### src/rtl/seq_alu_pkg.sv
// Shared definitions for the sequential ALU: ALUControl opcodes and FSM states.
// The CPU control unit imports the same package so encodings stay in one place.
package seq_alu_pkg;

    localparam logic [3:0] ALU_AND   = 4'b0000;
    localparam logic [3:0] ALU_OR    = 4'b0001;
    localparam logic [3:0] ALU_ADD   = 4'b0010;
    localparam logic [3:0] ALU_SUB   = 4'b0110;
    localparam logic [3:0] ALU_SLT   = 4'b0111;
    localparam logic [3:0] ALU_NOR   = 4'b1100;
    localparam logic [3:0] ALU_NAND  = 4'b1101;
    localparam logic [3:0] ALU_MULTU = 4'b1000;
    localparam logic [3:0] ALU_DIVU  = 4'b1001;

    typedef enum logic [1:0] {
        S_IDLE = 2'd0,
        S_RUN  = 2'd1,
        S_DONE = 2'd2
    } state_e;

    function automatic logic is_iter(input logic [3:0] op);
        return (op == ALU_MULTU) || (op == ALU_DIVU);
    endfunction

endpackage

### src/rtl/seq_alu_iter_muldiv.sv
// Iterative unsigned shift-add multiplier / restoring divider, one bit per cycle.
// hi/lo present the state *after* the current iteration, so they are final when last=1.
module iter_muldiv #(
    parameter int WIDTH = 16,
    parameter int CNT_W = $clog2(WIDTH + 1)
) (
    input  logic             clk,
    input  logic             rst_n,
    input  logic             load,
    input  logic             op,      // 0: MULTU, 1: DIVU
    input  logic [WIDTH-1:0] a,
    input  logic [WIDTH-1:0] b,
    output logic             last,
    output logic [WIDTH-1:0] hi,
    output logic [WIDTH-1:0] lo
);

    logic [WIDTH-1:0] hi_q, lo_q, opnd_q;
    logic             op_q;
    logic [CNT_W-1:0] cnt_q;

    logic [WIDTH:0]   mul_sum;
    logic [WIDTH-1:0] mul_hi, mul_lo;
    logic [WIDTH:0]   div_shift;
    logic [WIDTH-1:0] div_diff, div_hi, div_lo;
    logic             div_ge;

    // NOTE: every output of a combinational block is assigned on every path, so no latch is inferred.
    always_comb begin
        mul_sum   = {1'b0, hi_q} + (lo_q[0] ? {1'b0, opnd_q} : '0);
        mul_hi    = mul_sum[WIDTH:1];
        mul_lo    = {mul_sum[0], lo_q[WIDTH-1:1]};

        // The true difference fits in WIDTH bits whenever it is kept, so a WIDTH-bit subtract suffices.
        div_shift = {hi_q, lo_q[WIDTH-1]};
        div_ge    = div_shift >= {1'b0, opnd_q};
        div_diff  = div_shift[WIDTH-1:0] - opnd_q;
        div_hi    = div_ge ? div_diff : div_shift[WIDTH-1:0];
        div_lo    = {lo_q[WIDTH-2:0], div_ge};

        hi        = op_q ? div_hi : mul_hi;
        lo        = op_q ? div_lo : mul_lo;
        last      = (cnt_q == CNT_W'(1));
    end

    // NOTE: sequential state uses non-blocking assignments so all registers update from pre-edge values.
    always_ff @(posedge clk or negedge rst_n) begin
        if (!rst_n) begin
            hi_q   <= '0;
            lo_q   <= '0;
            opnd_q <= '0;
            op_q   <= 1'b0;
            cnt_q  <= '0;
        end else if (load) begin
            hi_q   <= '0;
            lo_q   <= a;
            opnd_q <= b;
            op_q   <= op;
            cnt_q  <= CNT_W'(WIDTH);
        end else if (cnt_q != '0) begin
            hi_q   <= hi;
            lo_q   <= lo;
            cnt_q  <= cnt_q - CNT_W'(1);
        end
    end

endmodule

### src/rtl/seq_alu.sv
// Multi-cycle EX-stage ALU: single-cycle logic ops plus iterative MULTU/DIVU,
// with a start/busy/done handshake and registered results.
module seq_alu
    import seq_alu_pkg::*;
#(
    parameter int WIDTH = 16,
    parameter int CNT_W = $clog2(WIDTH + 1)
) (
    input  logic             clk,
    input  logic             rst_n,
    input  logic             start,
    input  logic [3:0]       alu_control,
    input  logic [WIDTH-1:0] a,
    input  logic [WIDTH-1:0] b,
    output logic             busy,
    output logic             done,
    output logic [WIDTH-1:0] result_lo,
    output logic [WIDTH-1:0] result_hi,
    output logic             zero,
    output logic             overflow,
    output logic             div_by_zero
);

    state_e           state;
    logic             dz_q;
    logic             accept, md_load, md_last;
    logic [WIDTH-1:0] md_hi, md_lo;
    logic [WIDTH-1:0] sum, diff, sc_lo;
    logic             ovf_add, ovf_sub, sc_ovf;

    assign accept  = (state == S_IDLE) && start;
    assign md_load = accept && is_iter(alu_control);

    iter_muldiv #(.WIDTH(WIDTH), .CNT_W(CNT_W)) u_muldiv (
        .clk   (clk),
        .rst_n (rst_n),
        .load  (md_load),
        .op    (alu_control == ALU_DIVU),
        .a     (a),
        .b     (b),
        .last  (md_last),
        .hi    (md_hi),
        .lo    (md_lo)
    );

    // SLT uses sign(a-b) XOR overflow so it stays correct at the signed extremes.
    always_comb begin
        sum     = a + b;
        diff    = a - b;
        ovf_add = (a[WIDTH-1] == b[WIDTH-1]) && (sum[WIDTH-1] != a[WIDTH-1]);
        ovf_sub = (a[WIDTH-1] != b[WIDTH-1]) && (diff[WIDTH-1] != a[WIDTH-1]);
        sc_lo   = '0;
        sc_ovf  = 1'b0;
        case (alu_control)
            ALU_AND:  sc_lo = a & b;
            ALU_OR:   sc_lo = a | b;
            ALU_ADD:  begin sc_lo = sum;  sc_ovf = ovf_add; end
            ALU_SUB:  begin sc_lo = diff; sc_ovf = ovf_sub; end
            ALU_SLT:  sc_lo = {{(WIDTH-1){1'b0}}, diff[WIDTH-1] ^ ovf_sub};
            ALU_NOR:  sc_lo = ~(a | b);
            ALU_NAND: sc_lo = ~(a & b);
            default:  ;
        endcase
    end

    // NOTE: every register, including the result outputs, is cleared by reset so an aborted op leaves nothing behind.
    always_ff @(posedge clk or negedge rst_n) begin
        if (!rst_n) begin
            state       <= S_IDLE;
            busy        <= 1'b0;
            done        <= 1'b0;
            result_lo   <= '0;
            result_hi   <= '0;
            zero        <= 1'b0;
            overflow    <= 1'b0;
            div_by_zero <= 1'b0;
            dz_q        <= 1'b0;
        end else begin
            case (state)
                S_IDLE: begin
                    if (start && is_iter(alu_control)) begin
                        state <= S_RUN;
                        busy  <= 1'b1;
                        dz_q  <= (alu_control == ALU_DIVU) && (b == '0);
                    end else if (start) begin
                        state       <= S_DONE;
                        busy        <= 1'b1;
                        done        <= 1'b1;
                        result_lo   <= sc_lo;
                        result_hi   <= '0;
                        zero        <= (sc_lo == '0);
                        overflow    <= sc_ovf;
                        div_by_zero <= 1'b0;
                    end
                end
                S_RUN: begin
                    if (md_last) begin
                        state       <= S_DONE;
                        done        <= 1'b1;
                        result_lo   <= md_lo;
                        result_hi   <= md_hi;
                        zero        <= (md_lo == '0);
                        overflow    <= 1'b0;
                        div_by_zero <= dz_q;
                    end
                end
                default: begin
                    state <= S_IDLE;
                    busy  <= 1'b0;
                    done  <= 1'b0;
                end
            endcase
        end
    end

endmodule

### config.mk
export PLATFORM = sky130hd
export DESIGN_NAME = seq_alu
export DESIGN_NICKNAME = d
export VERILOG_FILES = /design/src/rtl/seq_alu_pkg.sv /design/src/rtl/seq_alu_iter_muldiv.sv /design/src/rtl/seq_alu.sv
export SDC_FILE = /design/constraint.sdc
export NUM_CORES = 1
export LEC_CHECK = 0
export CAP_MARGIN = 15
export CORE_MARGIN = 2
export CORE_UTILIZATION = 61
export DETAILED_ROUTE_END_ITERATION = 8
export HOLD_SLACK_MARGIN = 0.08
export MAX_ROUTING_LAYER = met4
export PLACE_DENSITY = 0.84
export SETUP_SLACK_MARGIN = 0.02
export SYNTH_ARGS = -nofsm -noshare
export SYNTH_HDL_FRONTEND = slang
export SYNTH_SLANG_ARGS = --single-unit
### constraint.sdc
create_clock -name clk -period 6.3 [get_ports clk]
set_input_delay 0.63 -clock clk [delete_from_list [all_inputs] [get_ports clk]]
set_output_delay 0.63 -clock clk [all_outputs]
set_load 0.01 [all_outputs]
Word-level counts from Yosys, hierarchy flattened:

Index checks and enable logic that the tools add are counted.

* register bits after elaboration: 94
* output and inout port bits: 37

* add/subtract/negate cells: 5
* order comparisons: 1
* equal/unequal tests: 18
* mux-type cells: 42
* bitwise logic cells: 6
* reductions and logical operators: 20

Operators with widths (number)
* two-way mux 16 bit: 14
* one-hot mux 16 bit (7 select lines): 1
* one-hot mux 16 bit (2 select lines): 2
* zero test 16 bit: 3
* NOT 16 bit: 2
* subtractor 16 bit: 2
* adder 16 x 17 -> 17 bit: 1
* >= comparator 17 x 16 -> 1 bit: 1
* adder 16 bit: 1
* AND 16 bit: 1
* == test 4 bit (second input constant): 4
* OR 16 bit: 1
* two-way mux 1 bit: 13
* one-hot mux 1 bit (2 select lines): 6
* two-way mux 5 bit: 2
* == test 4 x 3 -> 1 bit (second input constant): 2
* logical AND 1 bit: 6
* two-way mux 2 bit: 3
* inequality test 2 bit (second input constant): 3
* AND reduction 2 bit: 3
* == test 5 x 1 -> 1 bit (second input constant): 1
* nonzero test 5 bit: 1
* subtractor 5 x 1 -> 5 bit (second input constant): 1
* == test 4 x 1 -> 1 bit (second input constant): 1
* 14 further kinds: 17

Longest topological paths before layout:

Gate-level depths: netlist of run 1.

* depth in word-level cells: 9
* depth in mapped cells: 21
* mapped depth without buffers: 20

By module:

From an unflattened synthesis of run 1, not the netlist that was laid out.

* cells, all modules: 1137
* area, all modules: 9399.0 um2

Modules (own cells, without submodules)
* seq_alu: instances 1, cells an instance 627, area each 5039.8 um2, seq. area each 1001.0 um2
* iter_muldiv: instances 1, cells an instance 510, area each 4359.2 um2, seq. area each 1351.3 um2

Worst setup path before layout of run 1:

No wires, ideal clock.

* path type: input port to flip-flop
* start: input a[4]
* end: register zero
* data arrival time: 3842 ps
* required time: 6234 ps
* path slack: 2392 ps
* cell stages on the path: 21
* buffers on the path: 1
* cells stage by stage: inv_1 ha_1 buf_4 nor3b_1 a2111o_1 o211ai_2 a21o_1 o31ai_1 a21oi_1 nor2_1 nor2_1 fa_1 nand3_1 o21ai_0 a21oi_1 o22ai_1 nor4_1 and4_1 nand4b_1 nor4_2 a221o_1

* longest elaborated chain between the ends: 9
* elaborated cells between the ends (all ways): 14
* those cells by class: add/sub (2); eq/ne (1); mux (4); bitwise (5); reduce/logical (2)

Ends and longest elaborated chain
* start: declaration: line seq_alu.sv:13 `input logic [WIDTH-1:0] a,`
* subtractor 16 bit: line seq_alu.sv:49 `diff = a - b;`
* inequality test 1 bit: line seq_alu.sv:51 `ovf_sub = (a[WIDTH-1] != b[WIDTH-1]) && (diff[WIDTH-1] != a[WIDTH-1]);`
* logical AND 1 bit: line seq_alu.sv:51
* XOR 1 bit: line seq_alu.sv:59 `ALU_SLT: sc_lo = {{(WIDTH-1){1'b0}}, diff[WIDTH-1] ^ ovf_sub};`
* one-hot mux 16 bit (7 select lines) *: line seq_alu.sv:54 `case (alu_control)`
* zero test 16 bit *: line seq_alu.sv:91 `zero <= (sc_lo == '0);`
* two-way mux 1 bit *: line seq_alu.sv:85 `end else if (start) begin`
* two-way mux 1 bit *: line seq_alu.sv:81 `if (start && is_iter(alu_control)) begin`
* one-hot mux 1 bit (2 select lines) *: line seq_alu.sv:79 `case (state)`
* end signal: assignment: line seq_alu.sv:91
* end signal: assignment: line seq_alu.sv:102 `zero <= (md_lo == '0);`
* end: declaration: line seq_alu.sv:19 `output logic zero,`

Mark *: on every way between the ends. The rest lies on a longest branch, timed or not. The select of a mux whose other input is x is not followed.
A chain may end at the register's enable or synchronous reset.

Worst setup path in the final report of run 1:

* start: input b[2]
* end: register zero

* longest elaborated chain between the ends: 9
* elaborated cells between the ends (all ways): 14
* those cells by class: add/sub (2); eq/ne (1); mux (4); bitwise (5); reduce/logical (2)

Ends and longest elaborated chain
* start: declaration: line seq_alu.sv:14 `input logic [WIDTH-1:0] b,`
* subtractor 16 bit: line seq_alu.sv:49
* inequality test 1 bit: line seq_alu.sv:51
* logical AND 1 bit: line seq_alu.sv:51
* XOR 1 bit: line seq_alu.sv:59
* one-hot mux 16 bit (7 select lines) *: line seq_alu.sv:54
* zero test 16 bit *: line seq_alu.sv:91
* two-way mux 1 bit *: line seq_alu.sv:85
* two-way mux 1 bit *: line seq_alu.sv:81
* one-hot mux 1 bit (2 select lines) *: line seq_alu.sv:79

Marked as above.

==> results of run 1 <==
[worst reg2reg max path, cell delays in order (launching register included)]
cell,delay [ns]
dfrtp_1,0.71
and2_1,0.22
ha_1,0.19
fa_1,0.23
a21o_1,0.12
a21oi_1,0.12
o21ba_2,0.26
or4b_1,0.56
a21boi_0,0.34
o31a_1,0.20
a211oi_1,0.06
a21oi_1,0.27
a21oi_1,0.11
[routing by layer]
| layer | wire, µm | GRT usage, % | up-vias |
|---|---|---|---|
| met1 | 10000 | 44.4 | 3773 |
| met4 | 964 | 14.1 | 0 |
| met5 | 0 | - | - |
| met2 | 11300 | 55.3 | 467 |
| met3 | 2160 | 4.21 | 97 |
| li1 | - | - | 3788 |
[final cells by class]
cell class / instances / share of cell area [%]
Antenna cell: 1 / 0.0261
Clock buffer: 14 / 2.76
Clock inverter: 2 / 0.170
Inverter: 88 / 3.45
Multi-Input combinational cell: 811 / 58.3
Sequential cell: 94 / 24.6
Tap cell: 180 / 2.35
Timing Repair Buffer: 83 / 8.39
[cell families (layout without fill, tap and decap cells)]
group / Yosys count / in the layout / share of synthesized area [%]
adders and majority gates: 90 / 90 / 13.7
buffers and inverters: 142 / 187 / 6.52
and+or+nand+nor: 324 / 324 / 18.1
xor gates and xnor gates: 37 / 37 / 3.82
AOI/OAI and AO/OA: 316 / 316 / 24.5
DFF: 94 / 94 / 27.7
muxes: 44 / 44 / 5.59
other: 0 / 1 / 0
[cells in the mapped netlist (3+ instances only)]
cell	instances	area, µm²
a211oi_1	12	90.1
a21o_1	14	105
a21oi_1	70	350
a21oi_2	4	35.0
a22o_1	12	105
a22oi_1	15	113
a31oi_1	10	62.6
and2_1	22	138
and3_1	4	25.0
buf_1	5	18.8
buf_2	6	30.0
clkbuf_1	40	150
dfrtp_1	94	2350
fa_1	5	100
ha_1	85	1060
inv_1	87	327
mux2_2	5	56.3
mux2_4	3	45.0
mux2i_1	35	350
nand2_1	107	402
nand2b_1	10	62.6
nand3_1	17	85.1
nand4_1	9	56.3
nor2_1	95	357
nor2b_1	7	43.8
nor3_1	19	95.1
nor4_1	7	43.8
o211ai_1	22	165
o21a_1	5	37.5
o21ai_0	82	410
o21ai_1	6	30.0
o21ba_2	3	30.0
o21bai_1	9	67.6
o221ai_1	4	35.0
o22ai_1	5	31.3
o31a_1	4	35.0
o31ai_1	7	52.6
o41ai_1	3	26.3
or2_2	3	18.8
or3_1	7	43.8
xnor2_1	25	219
xor2_1	12	105
[registers in the layout, indices dropped and copies added (netlist names), 2 cells and up]
signal / cells
state: 2
u_muldiv.opnd_q: 16
result_hi: 16
u_muldiv.lo_q: 16
result_lo: 16
u_muldiv.cnt_q: 5
u_muldiv.hi_q: 16
[metrics by stage]
stage	hold WS, ns	instance area (µm²)	util [%]	setup WS [ns]
finish	0.250	9570	69.8	1.46
global route	0.308	9570	69.8	1.13
detailed placement	0.461	9290	67.7	1.19
floorplan	0.334	8480	-	2.39
CTS	0.282	9570	69.8	1.54
global placement	0.452	9290	67.7	1.37
[power breakdown]
group | switching [mW] | leakage [nW] | total (mW) | internal, mW
sequential | 0.243 | 1.18 | 1.10 | 0.860
clock | 0.232 | 0.133 | 0.523 | 0.291
combinational | 1.56 | 3.05 | 2.81 | 1.26
total | 2.03 | 4.36 | 4.44 | 2.41
[worst max path at each step]
stage	from	endpoint	cells past startpoint
final	b[2]	zero	21
after global routing	b[2]	zero	21
after CTS	b[1]	zero	21
after detailed placement	b[1]	zero	21
after global placement	b[1]	zero	21
after floorplan	a[4]	zero	21
==> reports/qor.yml, run 1 <==
status: "complete, no violations"
path_clk_slew_ns: 0.07
rr_startpoint: "u_muldiv.lo_q[0]"
async_flop_share_pct: 100
tritoncts: "done"
placedCellCount: 1256
slowest_delay_ns: 0.62
antenna_found_initial: 1
pin_count: 76
final_cell_mix: "107 x nand2_1, 95 x nor2_1, 93 x dfrtp_1"
fin_tns_setup_ns: 0
dieArea_um2: 14900
drv_slew: 0
htreeDepth: 3
final_cells: 1273
cp_top_family: "compound AO/OA/AOI/OAI gates"
clock.fmax_ghz: 0.207
post_cts.repair.setup_buffers: 0
place.gp.congestion: 1.03
period_share_pct: 76.8
multi_input_area_um2: 5580
grt_pass1_vias: 7717
hold_path.class: "in2async"
core_area_um2: 13700
regArea_um2: 2350
leakagePower_nw: 4.36
critical_path_class: "in2reg"
crit_arrival_ns: 5.13
worstPathRequired_ns: 6.59
fin_nets: 1216
worst-path-max-fanout: 7
setup_violations: 0
yosysUniqueCellTypes: 81
synthCells: 1047
rows: 43
final.min_clock_period_ns: 4.84
post_cts_resize_count: 0
powerDensity_nw_per_um2: 464
place_hpwl_um: 18200
end_kind: "register"
area_growth_pct: 12.9
first_pass_iters: 6
drc: 0
drive_gt1_share_pct: 5.22
cts.sinks: 94
fp.dieW_um: 122
vdd_ir_drop_max_uv: 224
routed_wl_um: 24400
drtAntennaViolNets: 0
drt-initial-drc-count: 964
synth_nets: 1176
rr_worst_depth: 12
slowest_stage: "clkdlybuf4s50_1"
start_util_pct: 61.8
crit_buf_inv: 2
clockBufferDepth: 2
fill_cells: 1106
final_hold_viol_count: 0
fin_total_pwr_mw: 4.44
synth_edf_count: 0
cts_buffers: 9
yosys_warnings: 0
root_buffer: "clkbuf_16"
seq_area_frac_synth_pct: 27.7
grt_pass1_wl_um: 38900
final_common_cell: "nand2_1"
worstMarginPinSlew_ns: 1.14
routedWlPerCell_um: 19.2
via_per_inst: 6.38
overflow: 0
clock_latency_ns: 0.35
avgSynthCellArea_um2: 8.10
grt_setup_unrepaired: "false"
synth_ff_type: "dfrtp_1"
vias: 8125
io_buffers: 75
crit_chain: "clkdlybuf4s50_1 > inv_1 > ha_1 > nor3_1 > a2111o_1 > o211ai_2 > a21o_1 > o31ai_1 > a21oi_1 > nor2_1 > nor2_1 > fa_1 > nand3_1 > o21ai_0 > a21oi_1 > o22ai_1 > nor4_1 > and4_1 > nand4b_1 > nor4_2 > a221o_1"
fin_skew_ns: 0.00727
grtUsageTotal_pct: 34.5
synth_seq_cells: 94
crit_path_start_kind: "input pin"
synth_area_um2: 8480
reg2reg_to: "u_muldiv.hi_q[13]"
cap_violations: 0
cts_hold_buf: 0
r2r_slack_ns: 2.77
max_slew_margin_pct: 24.1
die_h_um: 122
grt_max_degree: 53
No activity file was read; power rests on OpenSTA's default activity.
==> run 2: changes to the inputs <==
--- a/config.mk
+++ b/config.mk
@@ -7,11 +7,11 @@
 export LEC_CHECK = 0
 export CAP_MARGIN = 15
 export CORE_MARGIN = 2
-export CORE_UTILIZATION = 61
+export CORE_UTILIZATION = 60
 export DETAILED_ROUTE_END_ITERATION = 8
 export HOLD_SLACK_MARGIN = 0.08
 export MAX_ROUTING_LAYER = met4
-export PLACE_DENSITY = 0.84
+export PLACE_DENSITY = 0.83
 export SETUP_SLACK_MARGIN = 0.02
 export SYNTH_ARGS = -nofsm -noshare
 export SYNTH_HDL_FRONTEND = slang
==> constraint.sdc (replaced) <==
create_clock -name clk -period 4.5 [get_ports clk]
set_input_delay 0.45 -clock clk [delete_from_list [all_inputs] [get_ports clk]]
set_output_delay 0.45 -clock clk [all_outputs]
set_load 0.01 [all_outputs]
==> reports/qor.yml, run 2 (synthesized netlist as in run 1, its figures left out) <==
clock_latency_ns: 0.35  # about the same
worst_slack_ns: 0.295  # -1.17 ns
routed_wl_um: 25100  # +2.6%
final_common_cell: "nand2_1"
rr_worst_depth: 12  # unchanged
grtUsageTotal_pct: 34.9  # +0.43 points
critical_path_class: "in2reg"
final_hold_viol_count: 0  # unchanged
routedWlPerCell_um: 19.2  # -0.15%
drtAntennaViolNets: 0  # unchanged
first_pass_iters: 5  # -1
overflow: 0  # unchanged
vias: 8349  # +2.8%
io_buffers: 75  # unchanged
grt_pass1_vias: 7416  # -3.9%
placedCellCount: 1290  # +2.7%
slowest_stage: "clkdlybuf4s50_1"
leakagePower_nw: 4.54  # +4.2%
cts.sinks: 94  # unchanged
drive_gt1_share_pct: 8.43  # +3.2 points
post_cts.repair.setup_buffers: 0  # unchanged
place_ws_ns: -0.130  # -1.32 ns
die_h_um: 123  # +0.80%
via_per_inst: 6.38  # about the same
grt_setup_unrepaired: "false"
place.gp.congestion: 0.991  # -3.4%
path_clk_slew_ns: 0.06  # about the same
drv_slew: 0  # unchanged
fin_nets: 1251  # +2.9%
status: "complete, no violations"
core_area_um2: 13800  # +0.78%
pin_count: 76  # unchanged
slowest_delay_ns: 0.49  # -0.13 ns
antenna_found_initial: 1  # unchanged
vdd_ir_drop_max_uv: 343  # +53%
root_buffer: "clkbuf_16"
crit_chain: "clkdlybuf4s50_1 > inv_1 > ha_1 > nor3_1 > a2111o_1 > o211ai_2 > a21o_1 > o31ai_2 > a21oi_1 > nor2_1 > nor2_1 > fa_1 > nand3_1 > o21ai_0 > a21oi_1 > o22ai_1 > nor4_1 > and4_1 > nand4b_1 > nor4_2 > a221o_1"
cap_violations: 0  # unchanged
drt-initial-drc-count: 1227  # +27%
period_share_pct: 93.4
dieArea_um2: 15100  # +1.6%
final.min_clock_period_ns: 4.20
place_hpwl_um: 19100  # +4.7%
worstMarginPinSlew_ns: 1.16  # +0.0255 ns
worst-path-max-fanout: 3  # -4
rows: 43  # unchanged
r2r_slack_ns: 0.80  # -1.97 ns
cts_hold_buf: 0  # unchanged
tritoncts: "done"
setup_violations: 0  # unchanged
htreeDepth: 3  # unchanged
area_growth_pct: 16.4
final_cells: 1308  # +2.7%
max_slew_margin_pct: 22.4  # -1.7 points
start_util_pct: 61.3  # -0.48 points
crit_arrival_ns: 4.49  # -0.64 ns
worstPathRequired_ns: 4.79  # -1.80 ns
end_kind: "register"
fp.dieW_um: 123  # +0.80%
grt_max_degree: 74  # +40%
powerDensity_nw_per_um2: 640  # +38%
clockBufferDepth: 2  # unchanged
fin_tns_setup_ns: 0  # unchanged
crit_path_start_kind: "input pin"
grt_pass1_wl_um: 39200  # +0.76%
drc: 0  # unchanged
fin_skew_ns: 0.00833  # +0.00106 ns
final_cell_mix: "107 x nand2_1, 95 x nor2_1, 93 x dfrtp_1"
clock.fmax_ghz: 0.238
cts_buffers: 9  # unchanged
hold_path.class: "in2async"
## run 2: through the flow
stage	total power, mW	cell area, µm²	hold slack, ns	util [%]
2_1_floorplan	4.35	8480	0.154	-
3_3_place_gp	5.32	9540	0.450	69.0
3_5_place_dp	5.42	9540	0.461	69.0
4_1_cts	6.23	9850	0.273	71.2
5_1_grt	6.77	9870	0.313	71.4
6_report	6.32	9870	0.237	71.4
## run 2: final cells by class
cell class | instances | area [µm²]
diodes | 1 | 2.50
well taps | 180 | 225
multi-input cells | 811 | 5590
clock buffers | 12 | 246
inverters | 88 | 330
flip-flops and latches | 94 | 2350
repair buffers | 118 | 1070
clock inverters | 4 | 55.1
fillers | 1067 | 3960
## run 2: per-layer routing
metal	vias up	part of all wire (%)	track usage (%)
met5	-	0	-
met4	0	3.2	12.2
met3	74	11	6.92
met2	504	43	50.3
met1	3908	43	48.7
li1	3863	-	-
## run 2: path summary, 6_finish.rpt
check | from | endpoint
min in group clk | result_lo[4] | result_lo[4]
max reg2reg | u_muldiv.lo_q[0] | result_hi[13]
min | rst_n | result_hi[4]
min reg2reg | result_lo[4] | result_lo[4]
max | a[3] | zero
max in group asynchronous | rst_n | u_muldiv.op_q
## run 2: what timing repair did
action	in CTS	in global routing
hold endpoints to repair	0	0
endpoints found under the setup margin	0	1
resized for setup	0	3
## run 2: where the power goes
part	total, mW	switching, mW	internal (mW)	leakage (nW)
Combinational	3.95	2.17	1.78	3.22
Sequential	1.58	0.377	1.20	1.18
Clock	0.787	0.337	0.450	0.143
## run 2: worst max-delay path, delay by kind of cell
family	cells	cell delay [ns]
compound gates	9	1.50
simple gates	8	1.30
fa+ha+maj	2	0.71
buf+inv	2	0.55
